==> src/rtl/sample_conditioner.sv <==
// Channel select, optional DC removal, power-of-two gain and saturating narrow to OUT_WIDTH.
// Define SAMPLE_COND_DC_BLOCK_EN to build the leaky-integrator DC blocker; otherwise acc reads as 0.
module sample_conditioner #(
  parameter bit SELECT_LEFT = 1'b1,
  parameter int OUT_WIDTH   = 16,
  parameter int DC_SHIFT    = 10,
  parameter int GAIN_SHIFT  = 0
) (
  input  logic                 clk_i,
  input  logic                 rst_i,
  input  logic                 sample_stb_i,
  input  logic [23:0]          left_sample_i,
  input  logic [23:0]          right_sample_i,
  output logic [OUT_WIDTH-1:0] sample_o,
  output logic                 sample_ready_o,
  output logic                 clip_o,
  output logic [7:0]           overrun_cnt_o
);
  localparam int ACC_W  = 25 + DC_SHIFT;
  localparam int ACC_SW = ACC_W + 1;
  localparam int S_W    = 25 + GAIN_SHIFT;
  localparam int NARROW = 24 - OUT_WIDTH;

  typedef enum logic [1:0] {IDLE, SUB, SAT} state_t;

  state_t                  state_q;
  logic signed [23:0]      x_q;
  logic signed [24:0]      y_q, y_d;
  logic signed [25:0]      y_wide;
  logic signed [ACC_W-1:0] acc_q;
  logic signed [S_W-1:0]   s_shl, s_full;
  logic [S_W-OUT_WIDTH:0]  s_hi;
  logic [OUT_WIDTH-1:0]    sample_q, sample_d;
  logic                    ready_q, clip_q, clip_d;
  logic [7:0]              ovr_q;

  // One extra bit so x - dc cannot wrap; clamp back to 25 bits.
  always_comb begin
    y_wide = {{2{x_q[23]}}, x_q} - 26'(acc_q >>> DC_SHIFT);
    if (y_wide[25] != y_wide[24]) begin
      y_d = y_wide[25] ? {1'b1, 24'd0} : {1'b0, {24{1'b1}}};
    end else begin
      y_d = y_wide[24:0];
    end
  end

`ifdef SAMPLE_COND_DC_BLOCK_EN
  logic signed [ACC_SW-1:0] acc_sum;
  logic signed [ACC_W-1:0]  acc_d;

  always_comb begin
    acc_sum = ACC_SW'(acc_q) + ACC_SW'(y_d);
    if (acc_sum[ACC_W] != acc_sum[ACC_W-1]) begin
      acc_d = acc_sum[ACC_W] ? {1'b1, {(ACC_W-1){1'b0}}} : {1'b0, {(ACC_W-1){1'b1}}};
    end else begin
      acc_d = acc_sum[ACC_W-1:0];
    end
  end
`else
  assign acc_q = '0;
`endif

  // Shifts run at full width; in range only if every bit above the output sign bit matches it.
  always_comb begin
    s_shl  = S_W'(y_q) <<< GAIN_SHIFT;
    s_full = s_shl >>> NARROW;
    s_hi   = s_full[S_W-1:OUT_WIDTH-1];
    clip_d = ~((&s_hi) | ~(|s_hi));
    if (clip_d) begin
      sample_d = s_full[S_W-1] ? {1'b1, {(OUT_WIDTH-1){1'b0}}} : {1'b0, {(OUT_WIDTH-1){1'b1}}};
    end else begin
      sample_d = s_full[OUT_WIDTH-1:0];
    end
  end

  always_ff @(posedge clk_i) begin
    if (rst_i) begin
      state_q  <= IDLE;
      x_q      <= '0;
      y_q      <= '0;
      sample_q <= '0;
      ready_q  <= 1'b0;
      clip_q   <= 1'b0;
      ovr_q    <= '0;
`ifdef SAMPLE_COND_DC_BLOCK_EN
      acc_q    <= '0;
`endif
    end else begin
      ready_q <= 1'b0;
      clip_q  <= 1'b0;
      if (sample_stb_i && state_q != IDLE && ovr_q != 8'hFF) begin
        ovr_q <= ovr_q + 8'd1;
      end
      case (state_q)
        IDLE: begin
          if (sample_stb_i) begin
            x_q     <= SELECT_LEFT ? left_sample_i : right_sample_i;
            state_q <= SUB;
          end
        end
        SUB: begin
          y_q     <= y_d;
`ifdef SAMPLE_COND_DC_BLOCK_EN
          acc_q   <= acc_d;
`endif
          state_q <= SAT;
        end
        SAT: begin
          sample_q <= sample_d;
          ready_q  <= 1'b1;
          clip_q   <= clip_d;
          state_q  <= IDLE;
        end
        default: state_q <= IDLE;
      endcase
    end
  end

  assign sample_o       = sample_q;
  assign sample_ready_o = ready_q;
  assign clip_o         = clip_q;
  assign overrun_cnt_o  = ovr_q;

endmodule

==> config.mk <==
export PLATFORM = sky130hd
export DESIGN_NAME = sample_conditioner
export DESIGN_NICKNAME = d
export VERILOG_FILES = /design/src/rtl/sample_conditioner.sv
export SDC_FILE = /design/constraint.sdc
export NUM_CORES = 1
export LEC_CHECK = 0
export ABC_AREA = 1
export CAP_MARGIN = 5
export CELL_PAD_IN_SITES_DETAIL_PLACEMENT = 0
export CELL_PAD_IN_SITES_GLOBAL_PLACEMENT = 1
export CORE_MARGIN = 5
export CORE_UTILIZATION = 29
export CTS_BUF_LIST = sky130_fd_sc_hd__clkbuf_2
export DETAILED_ROUTE_END_ITERATION = 8
export HOLD_SLACK_MARGIN = 0.06
export PLACE_DENSITY = 0.83
export SYNTH_ARGS = -nofsm -noshare
export SYNTH_HDL_FRONTEND = slang
export SYNTH_SLANG_ARGS = --single-unit
==> constraint.sdc <==
create_clock -name clk_i -period 1.29 [get_ports clk_i]
set_clock_uncertainty 0.1 [all_clocks]
set_input_delay 0.1935 -clock clk_i [delete_from_list [all_inputs] [get_ports clk_i]]
set_output_delay 0.1935 -clock clk_i [all_outputs]
set_load 0.02 [all_outputs]
==> results.md, run 1 <==
* Status: complete, no violations
* Max-cap violations at 0
* Worst reg2reg path endpoint: overrun_cnt_o[2]
* IR Drop Worst-Case VDD at 443 uV
* Compound-Gate Fraction of Synth Area at 12.5%
* Post-synthesis sequential area ratio at 53.5%
* Max FO, Critical Path at 3
* Pin count of the biggest net entering global routing at 37
* Hold Fails Final Rpt at 0
* Final instance area at 0.00322 mm2
* Pint at 0.00302 W
* Switching pwr at 0.000969 W
* Mux contribution to synthesized area at 0%
* Gp weighted congestion at 0.740
* Fillers at 736
* Minimum clock period at 1260 ps
* Hold path endpoint: x_q[11]
* Setup ws final at 25.2 ps
* Critical path endpoint category: output pin
* First-pass GRT wire length at 8590 um
* Hold-fix buffers, CTS at 0
* CTS root buffer: clkbuf_2
* Critical path class: flip-flop to output pin
* Yosys top cell area share at 53.5%
* Min Hold Slack at 215 ps
* Chip width at 97.3 um
* Hold-critical path depth at 3
* Comb pwr share at 12.9%
* Power per standard cell area at 1240 mW/mm2
* Die footprint at 0.00947 mm2
* Simple-Gate Fraction of Synth Area at 27.6%
* Synth area leaders: dfxtp_1 53%, nor2_1 19%, o21ai_0 12%
* Port buffer count at 43
* Fin. max-slew vios at 0
* WP data arrival at 970 ps
* FF+latch area at 0.00122 mm2
* Worst path max stage delay at 390 ps
* HPWL Detailed at 3440 um
* HP Class: input pin to flip-flop
* CP Cell Sequence: buf_6
* Detailed Route Iter0 Violations at 61
* Reg2Reg Depth at 7
* Antenna violations before repair at 0
* Synthesized area at 0.00221 mm2
* Fmax achieved at 791 MHz
* Global-route usage over all layers at 11.1%
* Worst r2r src: overrun_cnt_o[1]
* Vias in the first global route at 1,838
* Via density at 4.28
* Fin util at 43.9%
* CTS Sinks at 59
* Warnings from Yosys at 0
* CTS H-tree depth at 3
* CTS tree: done
* Clock Latency Late Sink at 460 ps
* Multi-input logic area at 973 um2
* Inserted Diodes at 0
* Clock Power Share at 37.1%
* Chip height at 97.3 um
* Switching Fraction at 24.3%
* Setup violators final at 0
* Post-Syn Nets at 341
* Kind of cell adding the most delay to the critical path: flip-flops
* Cells after synthesis at 289
* Core area at 0.00733 mm2
* Mean post-synth cell area at 7.65 um2
* CP bufs+invs at 1
* Post-Layout Cell Count at 459
* Slowest CP cell: dfxtp_4
* CTS buffer count at 9
* WL final at 5100 um
* Area growth syn-to-layout at 45.8%
* Worst-path clk slew at 180 ps
* Top Ports at 77
* Nets at 407
* Yosys reg bits at 59
* Sequential share of power at 50.0%
* Clock tree buffer depth at 2
* Vias at 1,963
* Adder-Cell Fraction of Synth Area at 0.566%
* Initial Utilization at 30.1%
* P_leak at 1.43 nW
* Grt ovf at 0
* Hold Startpoint: left_sample_i[11]
* Share of cells above drive strength 1 at 31.4%
* RSZ-0062 raised after global routing: yes
* Largest family of logic cells by synthesized area: simple AND/OR/NAND/NOR gates
* Dpl cells at 435
* Worst EP required at 1000 ps
* DP Area at 0.00289 mm2
* Antenna-violating nets left at 0
* WL per Instance at 11.1 um
* Residual DRC at 0
* Critical path launch point: overrun_cnt_o[2]
* Library cells used by synthesis at 22
* Post-synth top area cell: dfxtp_1
* Period utilization at 98.0%
* Reg2Reg Setup Slack at 40 ps
* CP Launch Type: flip-flop
* DR pass1 iterations at 4
* Xor/xnor share of the synthesized area at 0.396%
* Dpl ws at -207 ps
* Rows at 31
## metal layers
metal | global-route usage [%] | up-vias | share of wire [%]
li1 | - | 1053 | -
met1 | 14.8 | 865 | 51
met2 | 16.3 | 38 | 44
met3 | 3.16 | 7 | 4.0
met4 | 5.75 | 0 | 1.3
met5 | 0 | - | 0
## placed cells by master (no fill, tap or decap), drive strengths merged
master	Yosys	routed
inv	12	12
clkdlybuf4s50	0	18
nor2	115	115
xor2	1	1
nor3	1	1
nand3b	1	1
conb	1	1
buf	5	49
bufinv	0	3
nand3	5	5
ha	1	1
clkbuf	7	10
dfxtp	59	59
clkinv	0	3
a21oi	4	4
nand2	26	26
o21ai	51	51
## final cells by class
type | instances | area share [%]
Clock buffer | 10 | 1.55
Clock inverter | 6 | 3.22
Inverter | 12 | 1.48
Multi-Input combinational cell | 206 | 30.2
Sequential cell | 59 | 38.0
Tap cell | 99 | 3.85
Timing Repair Buffer | 67 | 21.7
## cell families after synthesis
group,Yosys count
adders and majority gates,1
xor gates and xnor gates,1
AOI/OAI and AO/OA,55
DFF,59
and+or+nand+nor,148
buffers and inverters,24
other,1
## cell usage after synthesis
library cell,instances
inv_4,1
nand3_1,5
nand2_4,2
o21ai_0,51
nor2_1,112
buf_4,2
xor2_1,1
conb_1,1
inv_2,3
dfxtp_1,59
nor3_1,1
nand2_1,22
nand2_2,2
buf_6,2
inv_1,8
nor2_4,3
clkbuf_2,2
a21oi_1,4
buf_2,1
clkbuf_1,5
ha_1,1
nand3b_1,1
## state kept, by name, indices dropped and copies added (netlist names)
register and flops:
s_shl 16, sample_o 16, x_q 16, overrun_cnt_o 8
state_q 2, sample_ready_o 1
## what timing repair did
action,in CTS,in global routing
gates cloned,0,0
endpoints found under the setup margin,31,47
buffers inserted,7,1
resized for setup,161,27
endpoints found under the hold margin,0,0
pin swaps,4,7
## through the flow
stage	total power (W)	TNS [ps]
CTS	0.00403	-55.9
finish	0.00399	0
detailed placement	0.00253	-4600
floorplan	0.00230	0
global route	0.00419	-407
global placement	0.00252	-4260
## power by group through the flow
| stage | registers, W | logic, W | clock network (W) |
|---|---|---|---|
| 2_1_floorplan | 0.00206 | 0.000236 | 0 |
| 3_3_place_gp | 0.00203 | 0.000494 | 0 |
| 3_5_place_dp | 0.00203 | 0.000498 | 0 |
| 4_1_cts | 0.00200 | 0.000512 | 0.00152 |
| 5_1_grt | 0.00201 | 0.000580 | 0.00160 |
| 6_report | 0.00200 | 0.000516 | 0.00148 |
## how the worst max path moves through the flow
stage	to	slack, ps	cells past startpoint
after detailed placement	x_q[15]	-210	6
after global routing	overrun_cnt_o[2]	-40	1
final	overrun_cnt_o[2]	30	1
after floorplan	overrun_cnt_o[4]	20	8
after global placement	x_q[16]	-200	6
after CTS	overrun_cnt_o[0]	-20	1
Note: power is estimated with default switching activity, not from simulation.
==> run 2, diff against run 1 <==
- PLACE_DENSITY: 0.83 -> 0.79
- SLEW_MARGIN: unset -> 10
==> run 2 against run 1 <==
  * The run now ends with negative setup slack left
  * Register-to-register slack worse by 40 ps
  * Final cell count stayed put
  * Highest routed layer unchanged
  * Critical path type unchanged
  * Design area grew 0.82%
  * Fmax decreased by 2.7%
  * Total power decreased by 3.4%
  * Non-clock buffer count is 1 lower
==> results.md, run 2 (same netlist as run 1, synthesis figures left out) <==
* Setup ws final at -10.3 ps
* Clock Power Share at 34.8%
* CP bufs+invs at 1
* Residual DRC at 0
* Area growth syn-to-layout at 46.9%
* Fin. max-slew vios at 0
* Via density at 4.35
* Worst EP required at 1000 ps
* Inserted Diodes at 0
* Fin Setup TNS at -14.5 ps
* Setup violators final at 2
* Share of cells above drive strength 1 at 32.8%
* Hold Fails Final Rpt at 0
* DR pass1 iterations at 4
* Fillers at 749
* Pin count of the biggest net entering global routing at 30
* Vias in the first global route at 1,875
* Core area at 0.00733 mm2
* Critical path endpoint category: output pin
* Dpl cells at 432
* CP Cell Sequence: buf_6
* CTS buffer count at 9
* Gp weighted congestion at 0.703
* IR Drop Worst-Case VDD at 440 uV
* Hold Startpoint: sample_stb_i
* Nets at 407
* WL final at 5250 um
* Hold-critical path depth at 4
* Critical path class: flip-flop to output pin
* Detailed Route Iter0 Violations at 51
* Clock Latency Late Sink at 470 ps
* CTS root buffer: clkbuf_2
* Antenna-violating nets left at 0
* Hold path endpoint: x_q[22]
* Port buffer count at 43
* Chip height at 97.3 um
* Hold-fix buffers, CTS at 0
* CTS tree: done
* HP Class: input pin to flip-flop
* CP Launch Type: flip-flop
* P_leak at 1.44 nW
* Reg2Reg Setup Slack at 0 ps
* Commonest non-fill, non-tap cell in the layout: nor2_1
* Worst reg2reg path endpoint: overrun_cnt_o[0]
* Period utilization at 101%
* Status: finished, violations left
* Sequential share of power at 51.8%
* WL per Instance at 11.4 um
* Slowest CP cell: dfxtp_4
* Max-cap violations at 0
* Max FO, Critical Path at 3
* Worst-path clk slew at 170 ps
* Clock tree buffer depth at 2
* RSZ-0062 raised after global routing: yes
* Rows at 31
* Fmax achieved at 769 MHz
* Reg2Reg Depth at 7
* Top Ports at 77
* Initial Utilization at 30.1%
* FF+latch area at 0.00123 mm2
* Worst path max stage delay at 410 ps
* Grt ovf at 0
* HPWL Detailed at 3430 um
* Global-route usage over all layers at 11.0%
* WP data arrival at 1010 ps
* Switching pwr at 0.00103 W
* CTS Sinks at 59
* Chip width at 97.3 um
* Comb pwr share at 13.4%
* First-pass GRT wire length at 8450 um
* Die footprint at 0.00947 mm2
* Multi-input logic area at 0.00101 mm2
* CTS H-tree depth at 3
* Worst r2r src: overrun_cnt_o[1]
* Antenna violations before repair at 0
* Switching Fraction at 26.8%
* Failing checks: negative setup slack
* Power per standard cell area at 1190 mW/mm2
* Vias at 1,998
* Commonest non-fill, non-tap cells in the layout: 109 x nor2_1, 46 x o21ai_0, 32 x dfxtp_1, 29 x buf_6, 22 x dfxtp_2
* Kind of cell adding the most delay to the critical path: flip-flops
* Minimum clock period at 1300 ps
* Post-Layout Cell Count at 459
* Pint at 0.00282 W
-- run 2: how the worst max path moves through the flow --
stage	from	end	slack (ps)	cells past startpoint
2_1_floorplan	overrun_cnt_o[0]	overrun_cnt_o[4]	20	8
6_report	overrun_cnt_o[1]	overrun_cnt_o[1]	-10	1
3_5_place_dp	sample_stb_i	overrun_cnt_o[6]	-280	6
3_3_place_gp	sample_stb_i	overrun_cnt_o[6]	-250	6
5_1_grt	overrun_cnt_o[1]	overrun_cnt_o[2]	-70	7
4_1_cts	overrun_cnt_o[0]	overrun_cnt_o[0]	-40	1
-- run 2: worst register-to-register path: stages (launching register included) --
cell      delay, ps
dfxtp_4         410
ha_4            150
nand2_4          70
nor2_4          100
nand2_4          90
buf_6           130
nand3b_1         90
a21oi_2          60
-- run 2: what timing repair did --
| item | 4_1_cts | 5_1_grt |
|---|---|---|
| cloned | 0 | 1 |
| gates resized for setup | 175 | 31 |
| setup endpoints to repair | 39 | 42 |
| buffers inserted | 7 | 3 |
| pin swaps | 4 | 14 |
-- run 2: final cells by class --
class                      instances  area share [%]
sequential                        59            37.8
clock inverter                     7            2.77
tap                               99            3.82
timing repair buffer              66            21.6
inverter                          12            1.54
clock buffer                       9            1.39
multi-input combinational        207            31.1
-- run 2: power groups by stage --
stage	Clock (W)	Sequential, W	Combinational (W)
finish	0.00134	0.00200	0.000516
global placement	0	0.00203	0.000472
CTS	0.00138	0.00200	0.000496
floorplan	0	0.00206	0.000236
global route	0.00145	0.00202	0.000576
detailed placement	0	0.00204	0.000477
-- run 2: through the flow --
step / hold slack [ps] / instance area [um2] / util (%) / total power [W] / worst slack (ps)
2_1_floorplan: 153 / 2240 / - / 0.00230 / 20.4
3_3_place_gp: 357 / 2870 / 39.1 / 0.00250 / -253
3_5_place_dp: 367 / 2870 / 39.1 / 0.00251 / -280
4_1_cts: 155 / 3130 / 42.7 / 0.00387 / -42.6
5_1_grt: 149 / 3250 / 44.3 / 0.00405 / -67.1
6_report: 160 / 3250 / 44.3 / 0.00386 / -10.3
-- run 2: routing by layer --
layer  track usage, %  up-vias  share of wire [%]
met5                0        -                  0
met2             17.3       37                 46
met3             3.30        6                4.0
met1             13.2      901                 48
met4             6.39        0                1.8
li1                 -     1054                  -
